### src/rtl/dvs_mode_ctrl.sv
// Activity-driven low-power mode controller: measures bit-toggle activity of a sample stream
// per window and steers a downstream FIR into/out of low-power mode with hysteresis.
module dvs_mode_ctrl #(
  parameter int unsigned DATA_W = 16,
  parameter int unsigned WINDOW = 16,
  parameter int unsigned LO_TH  = 32,
  parameter int unsigned HI_TH  = 64,
  parameter int unsigned SETTLE = 4,
  localparam int unsigned ACT_W = $clog2(WINDOW * DATA_W) + 1
) (
  input  logic                     clk,
  input  logic                     reset,
  input  logic signed [DATA_W-1:0] data_in,
  input  logic                     data_valid,
  input  logic                     force_normal,
  output logic                     low_power_mode,
  output logic                     mode_busy,
  output logic                     win_done,
  output logic [ACT_W-1:0]         activity
);

  localparam int unsigned CNT_W  = (WINDOW > 1) ? $clog2(WINDOW) : 1;
  localparam int unsigned SCNT_W = (SETTLE > 1) ? $clog2(SETTLE) : 1;

  localparam logic [ACT_W-1:0]  LoTh       = ACT_W'(LO_TH);
  localparam logic [ACT_W-1:0]  HiTh       = ACT_W'(HI_TH);
  localparam logic [CNT_W-1:0]  CntLast    = CNT_W'(WINDOW - 1);
  localparam logic [SCNT_W-1:0] SettleLoad = SCNT_W'(SETTLE - 1);

  typedef enum logic [1:0] {StNormal, StSettleLo, StLow, StSettleHi} state_e;

  state_e            state_q;
  logic [DATA_W-1:0] prev_q;
  logic [ACT_W-1:0]  acc_q;
  logic [CNT_W-1:0]  cnt_q;
  logic [SCNT_W-1:0] scnt_q;

  logic [DATA_W-1:0] diff;
  logic [ACT_W-1:0]  toggles;
  logic [ACT_W-1:0]  sum;
  logic              closing;
  logic              sum_lo;
  logic              sum_hi;

  always_comb begin
    diff    = $unsigned(data_in) ^ prev_q;
    toggles = '0;
    for (int i = 0; i < DATA_W; i++) begin
      toggles = toggles + ACT_W'(diff[i]);
    end
    sum     = acc_q + toggles;
    closing = data_valid && (cnt_q == CntLast);
    sum_lo  = closing && (sum < LoTh);
    sum_hi  = closing && (sum > HiTh);
  end

  // Window accumulation runs independently of the mode FSM, including during settle states.
  always_ff @(posedge clk or negedge reset) begin
    if (!reset) begin
      prev_q   <= '0;
      acc_q    <= '0;
      cnt_q    <= '0;
      win_done <= 1'b0;
      activity <= '0;
    end else begin
      win_done <= closing;
      if (data_valid) begin
        prev_q <= $unsigned(data_in);
        cnt_q  <= cnt_q + CNT_W'(1);
        if (closing) begin
          activity <= sum;
          acc_q    <= '0;
        end else begin
          acc_q    <= sum;
        end
      end
    end
  end

  always_ff @(posedge clk or negedge reset) begin
    if (!reset) begin
      state_q        <= StNormal;
      scnt_q         <= '0;
      low_power_mode <= 1'b0;
      mode_busy      <= 1'b0;
    end else begin
      case (state_q)
        StNormal: begin
          if (sum_lo && !force_normal) begin
            state_q        <= StSettleLo;
            scnt_q         <= SettleLoad;
            low_power_mode <= 1'b1;
            mode_busy      <= 1'b1;
          end
        end
        StSettleLo: begin
          // An override aborts entry immediately and restarts the settle period.
          if (force_normal) begin
            state_q        <= StSettleHi;
            scnt_q         <= SettleLoad;
            low_power_mode <= 1'b0;
          end else if (scnt_q == '0) begin
            state_q   <= StLow;
            mode_busy <= 1'b0;
          end else begin
            scnt_q <= scnt_q - SCNT_W'(1);
          end
        end
        StLow: begin
          if (force_normal || sum_hi) begin
            state_q        <= StSettleHi;
            scnt_q         <= SettleLoad;
            low_power_mode <= 1'b0;
            mode_busy      <= 1'b1;
          end
        end
        StSettleHi: begin
          if (scnt_q == '0) begin
            state_q   <= StNormal;
            mode_busy <= 1'b0;
          end else begin
            scnt_q <= scnt_q - SCNT_W'(1);
          end
        end
        default: begin
          state_q        <= StNormal;
          scnt_q         <= '0;
          low_power_mode <= 1'b0;
          mode_busy      <= 1'b0;
        end
      endcase
    end
  end

endmodule

### config.mk
export PLATFORM = sky130hd
export DESIGN_NAME = dvs_mode_ctrl
export DESIGN_NICKNAME = d
export VERILOG_FILES = /design/src/rtl/dvs_mode_ctrl.sv
export SDC_FILE = /design/constraint.sdc
export NUM_CORES = 1
export LEC_CHECK = 0
export CORE_MARGIN = 2
export CORE_UTILIZATION = 56
export DETAILED_ROUTE_END_ITERATION = 10
export PLACE_DENSITY = 0.77
export SYNTH_ARGS = -nofsm -noshare
export SYNTH_HDL_FRONTEND = slang
export SYNTH_SLANG_ARGS = --single-unit
### constraint.sdc
create_clock -name clk -period 5.7 [get_ports clk]
set_clock_uncertainty 0.2 [all_clocks]
set_input_delay 1.14 -clock clk [delete_from_list [all_inputs] [get_ports clk]]
set_output_delay 1.14 -clock clk [all_outputs]
set_load 0.1 [all_outputs]
* Word level (Yosys, flattened, before mapping)
Cells that the tools add are included.
** Storage, ports and cells
- Output and inout bits :: 12
- Bits in registers :: 45
- Bits of input ports :: 20
** Operators by class
- Bitwise logic cells :: 1
- Reduce and logical (&&, ||, !) cells :: 14
- Add/sub/neg operators :: 18
- Order comparisons :: 2
- Eq/ne operators :: 10
- Mux-type cells :: 19
** Operators with widths (count)
- $add A9 B1 Y9 :: 7
- $mux W2 :: 8
- $pmux W2 S4 :: 2
- $xor A16 B16 Y16 :: 1
- $ne A2 B2 Y1 const B :: 5
- $add A8 B1 Y9 :: 1
- $add A9 B9 Y9 :: 1
- $gt A9 B7 Y1 const B :: 1
- $lt A9 B6 Y1 const B :: 1
- $mux W9 :: 1
- $add A7 B1 Y8 :: 1
- $reduce_and A4 Y1 :: 2
- $add A6 B1 Y7 :: 1
- $add A5 B1 Y6 :: 1
- $mux W1 :: 6
- $add A4 B1 Y5 :: 1
- $add A3 B1 Y4 :: 1
- $add A4 B1 Y4 const B :: 1
- $eq A2 B2 Y1 const B :: 2
- $eq A4 B4 Y1 const B :: 1
- $logic_and A1 B1 Y1 :: 4
- $logic_not A2 Y1 :: 2
- $pmux W1 S4 :: 1
- $reduce_and A2 Y1 :: 2
- other kinds (10) :: 10

* Longest topological paths before layout
- Depth in word-level cells :: 22
- Gate-level depth with buffers :: 17
- Depth with buffers taken out :: 17

* Worst setup path after synthesis
OpenSTA, ideal clock, no wires.
- Path kind :: input -> register
- Start :: input port data_in[0]
- End :: register state_q[1]
- Required time :: 5375 ps
- Path buffers :: 0
- Arrival time :: 5633 ps
- Slack :: -258 ps
- Stages on the path :: 16
- Cell sequence :: xor2_1 > fa_1 > fa_1 > fa_1 > inv_1 > fa_1 > fa_1 > inv_1 > fa_1 > a21o_1 > a2bb2oi_4 > o22ai_1 > o31a_1 > a221oi_4 > o211ai_2 > mux2_4
** On the way
- Word-level cells in the longest chain between the ends :: 22
** RTL lines
- from (decl) :: RTL line 13 : input logic signed [DATA_W-1:0] data_in,
- $xor A16 B16 Y16 (*) :: RTL line 46 : diff = $unsigned(data_in) ^ prev_q;
- $add A1 B1 Y2 (*) :: RTL line 49 : toggles = toggles + ACT_W'(diff[i]);
- $add A2 B1 Y3 (*) :: RTL line 49
- $add A3 B1 Y4 (*) :: RTL line 49
- $add A4 B1 Y5 (*) :: RTL line 49
- $add A5 B1 Y6 (*) :: RTL line 49
- $add A6 B1 Y7 (*) :: RTL line 49
- $add A7 B1 Y8 (*) :: RTL line 49
- $add A8 B1 Y9 (*) :: RTL line 49
- $add A9 B1 Y9 (*) (7 in a row) :: RTL line 49
- $add A9 B9 Y9 (*) :: RTL line 51 : sum = acc_q + toggles;
- $gt A9 B7 Y1 / $lt A9 B6 Y1 (equally long branches) :: RTL line 54, 53
- $logic_and A1 B1 Y1, on equally long branches :: RTL line 54, 53
- $logic_or A1 B1 Y1 / $logic_and A1 B1 Y1 (equally long branches) :: RTL line 110, 89
- $ne A2 B2 Y1 (no source line)
- $reduce_and A4 Y1 (no source line) (*)
- to (signal assigned) :: RTL line 111 : state_q <= StSettleHi;
- to (signal assigned) :: RTL line 119 : state_q <= StNormal;
- to (signal assigned) :: RTL line 126 : state_q <= StNormal;
- to (decl) :: RTL line 32 : state_e state_q;
Mark *: on every way between the ends. The rest lies on a longest branch, timed or not.
A chain may end at the register's enable or synchronous reset.

* Worst setup path in the final report
Same ends and word-level chain as after synthesis.

==> results_dict.tcl <==
set metrics [dict create \
    wire_per_inst_um 13.5 \
    dp_hpwl_um 3600 \
    grt_max_degree 46 \
    dp_cells 360 \
    grt_overflow 0 \
    instances_no_fill 371 \
    htree_levels 2 \
    grt_pass1_vias 1854 \
    core_um2 4750 \
    die_h_um 74.3 \
    io_pins 32 \
    num_rows 25 \
    end_kind "flip-flop" \
    setup_ws_ns -0.0292 \
    die_area_um2 5520 \
    numCtsBuffers 5 \
    grt_pass1_wl_um 8490 \
    syn_area_um2 2770 \
    critical_path_class "input pin to flip-flop" \
    cts.clk_slew.worst_paths_ns 0.08 \
    gp_congestion 0.820 \
    synth-edff-count 0 \
    cp_slowest_cell "fa_1" \
    vias 1952 \
    async_flop_share_pct 100 \
    first_pass_iters 4 \
    drt_wl_total_um 5000 \
    ys_seq_area_share_pct 40.7 \
    initial_core_util_pct 58.2 \
    viasPerCell 5.26 \
    die_x_um 74.3 \
    drv_slew 0 \
    clk_latency_ns 0.30 \
    setup_viol 1 \
    slowest_delay_ns 0.55 \
    synth_seq_cells 45 \
    cp_max_fo 5 \
    antenna_found_initial 0 \
    slew-limit-headroom_pct 35.0 \
    ctsHoldBuffers 0 \
    fmax_mhz 175 \
    post-route-drc-count 0 \
    min_path_type "flip-flop to flip-flop" \
    nFillCells 362 \
    port_buffers 31 \
    diodes 0 \
    yosysTopAreaCell "dfrtp_1" \
    status "finished with violations" \
    fin_setup_tns_ns -0.0292 \
    max_slew.worst_pin.slew_ns 0.971 \
    root_buffer "clkbuf_8" \
    area_delta_synth_final_pct 25.1 \
    drive_above_1_share_pct 28.9 \
    cts.sinks 45 \
    ys_types 45 \
    grt.total_usage_pct 20.3 \
    clockBufferDepth 2 \
    crit_path_start_kind "input pin" \
    cts_tree "done" \
    min_period_over_period_pct 101 \
    path_cells "buf_2 > xor2_2 > fa_1 > fa_1 > fa_1 > inv_1 > fa_1 > fa_2 > inv_2 > fa_2 > a21o_1 > a2bb2oi_4 > xnor2_2 > o2111ai_2 > a221oi_4 > o211ai_2 > mux2_4" \
    antenna_left 0 \
    arrival_ns 5.72 \
    synth.top_cell.area_share_pct 40.7 \
    place_ws_ns -0.798 \
    hold_violations 0 \
    synth_area_leaders "dfrtp_1 (41%), fa_1 (8.7%), mux2_2 (7.3%), ha_1 (6.3%), inv_1 (3.8%)" \
    whs_ns 0.274 \
    cpMostUsedCell "fa_1" \
    first_iter_violations 148 \
    drv_cap 0 \
    fin_crit_ns 5.73 \
    crit_required_ns 5.69 \
    fin_nets 349 \
    ys.flop_type "dfrtp_1" \
    violations "setup timing" \
    rsz0062_at_grt "true" \
    netlist_instances 250 \
    syn_area_per_cell_um2 11.1 \
    syn-num-nets 296 \
    synth_warnings 0 \
]
worst paths after layout:
path / from / endpoint / slack [ns] / depth (start not counted)
worst max-delay path: data_in[0] / state_q[1] / -0.03 / 17
worst min register to register: cnt_q[3] / cnt_q[3] / 0.27 / 1
worst max register to register: prev_q[6] / state_q[1] / 0.40 / 16
worst min-delay path: cnt_q[3] / cnt_q[3] / 0.27 / 1
min in group asynchronous: reset / win_done / 0.79 / 1
max in group asynchronous: reset / prev_q[8] / 3.90 / 1
layer usage:
| layer | part of all wire, % | GRT usage [%] | up-vias |
|---|---|---|---|
| li1 | - | - | 949 |
| met2 | 48 | 31.2 | 42 |
| met1 | 48 | 29.4 | 957 |
| met3 | 3.6 | 4.47 | 4 |
| met4 | 0.58 | 5.95 | 0 |
| met5 | 0 | 0 | - |
layout make-up:
cell class                      count  area (um^2)  area share (%)
Clock buffer                        6         72.6            2.10
Inverter                           29          109            3.14
Tap cell                           67         83.8            2.42
Clock inverter                      2         10.0           0.289
Multi-Input combinational cell    167         1600            46.2
Sequential cell                    45         1130            32.5
Timing Repair Buffer               55          462            13.3
cells in the mapped netlist, types with 2 or more instances:
| cell | number |
|---|---|
| nand2_1 | 23 |
| o2111ai_1 | 2 |
| buf_4 | 2 |
| nand4_1 | 4 |
| mux2i_1 | 3 |
| dfrtp_1 | 45 |
| xor2_1 | 12 |
| a211oi_1 | 2 |
| a21oi_1 | 8 |
| nor2_1 | 7 |
| o21ai_0 | 11 |
| inv_1 | 28 |
| nand3_1 | 7 |
| clkbuf_1 | 5 |
| buf_6 | 2 |
| xnor2_1 | 11 |
| fa_1 | 12 |
| o22ai_1 | 8 |
| o21ai_1 | 2 |
| ha_1 | 14 |
| mux2_2 | 18 |
critical path: cells and delay by family:
| family | cells | cell delay (ns) |
|---|---|---|
| adders and majority gates | 6 | 2.61 |
| AOI/OAI and AO/OA | 5 | 1.12 |
| xor gates and xnor gates | 2 | 0.32 |
| muxes | 1 | 0.31 |
| buffers and inverters | 3 | 0.21 |
cell families (layout without fill, tap and decap cells):
logic type	after synthesis	count (layout)	share of synthesized area (%)
AO/OA/AOI/OAI	44	44	12.3
XOR/XNOR	24	24	7.87
adder cells (fa/ha/maj)	26	26	15.0
buffers and inverters	38	92	5.97
flip-flops	45	45	40.7
multiplexers	23	23	9.36
AND/OR/NAND/NOR	50	50	8.82
state kept, by name (all words and copies together), names as in the netlist:
register,flops
scnt_q,2
cnt_q,4
low_power_mode,1
acc_q,9
win_done,1
mode_busy,1
activity,9
state_q,2
prev_q,16
cells in the final DEF (no fill, tap or decap), drive strengths merged, types with 2 or more instances in the layout:
cell type	netlist	layout
dfrtp	45	45
clkbuf	5	8
a211oi	2	2
fa	12	12
clkinv	0	2
nand4	4	4
o21ai	13	13
clkdlybuf4s50	0	22
xnor2	12	12
mux2	20	20
nand2	23	23
o22ai	8	8
mux2i	3	3
o2111ai	3	3
inv	29	29
buf	4	31
a21oi	10	10
ha	14	14
nand3	7	7
nor2	7	7
xor2	12	12
stage by stage:
| step | cell area [um^2] | util (%) |
|---|---|---|
| after global placement | 3290 | 69.1 |
| after detailed placement | 3290 | 69.1 |
| after CTS | 3420 | 72.0 |
| after floorplan | 2800 | - |
| final | 3460 | 72.8 |
| after global routing | 3460 | 72.8 |
timing repair:
item | in CTS | in global routing
setup endpoints to repair | 6 | 6
resized for setup | 37 | 11
pin swaps | 27 | 19
buffers inserted | 3 | 0
Power is left out: the tool's default activity adds up to more than one toggle a clock period on the data nets, which glitch-free logic cannot reach.
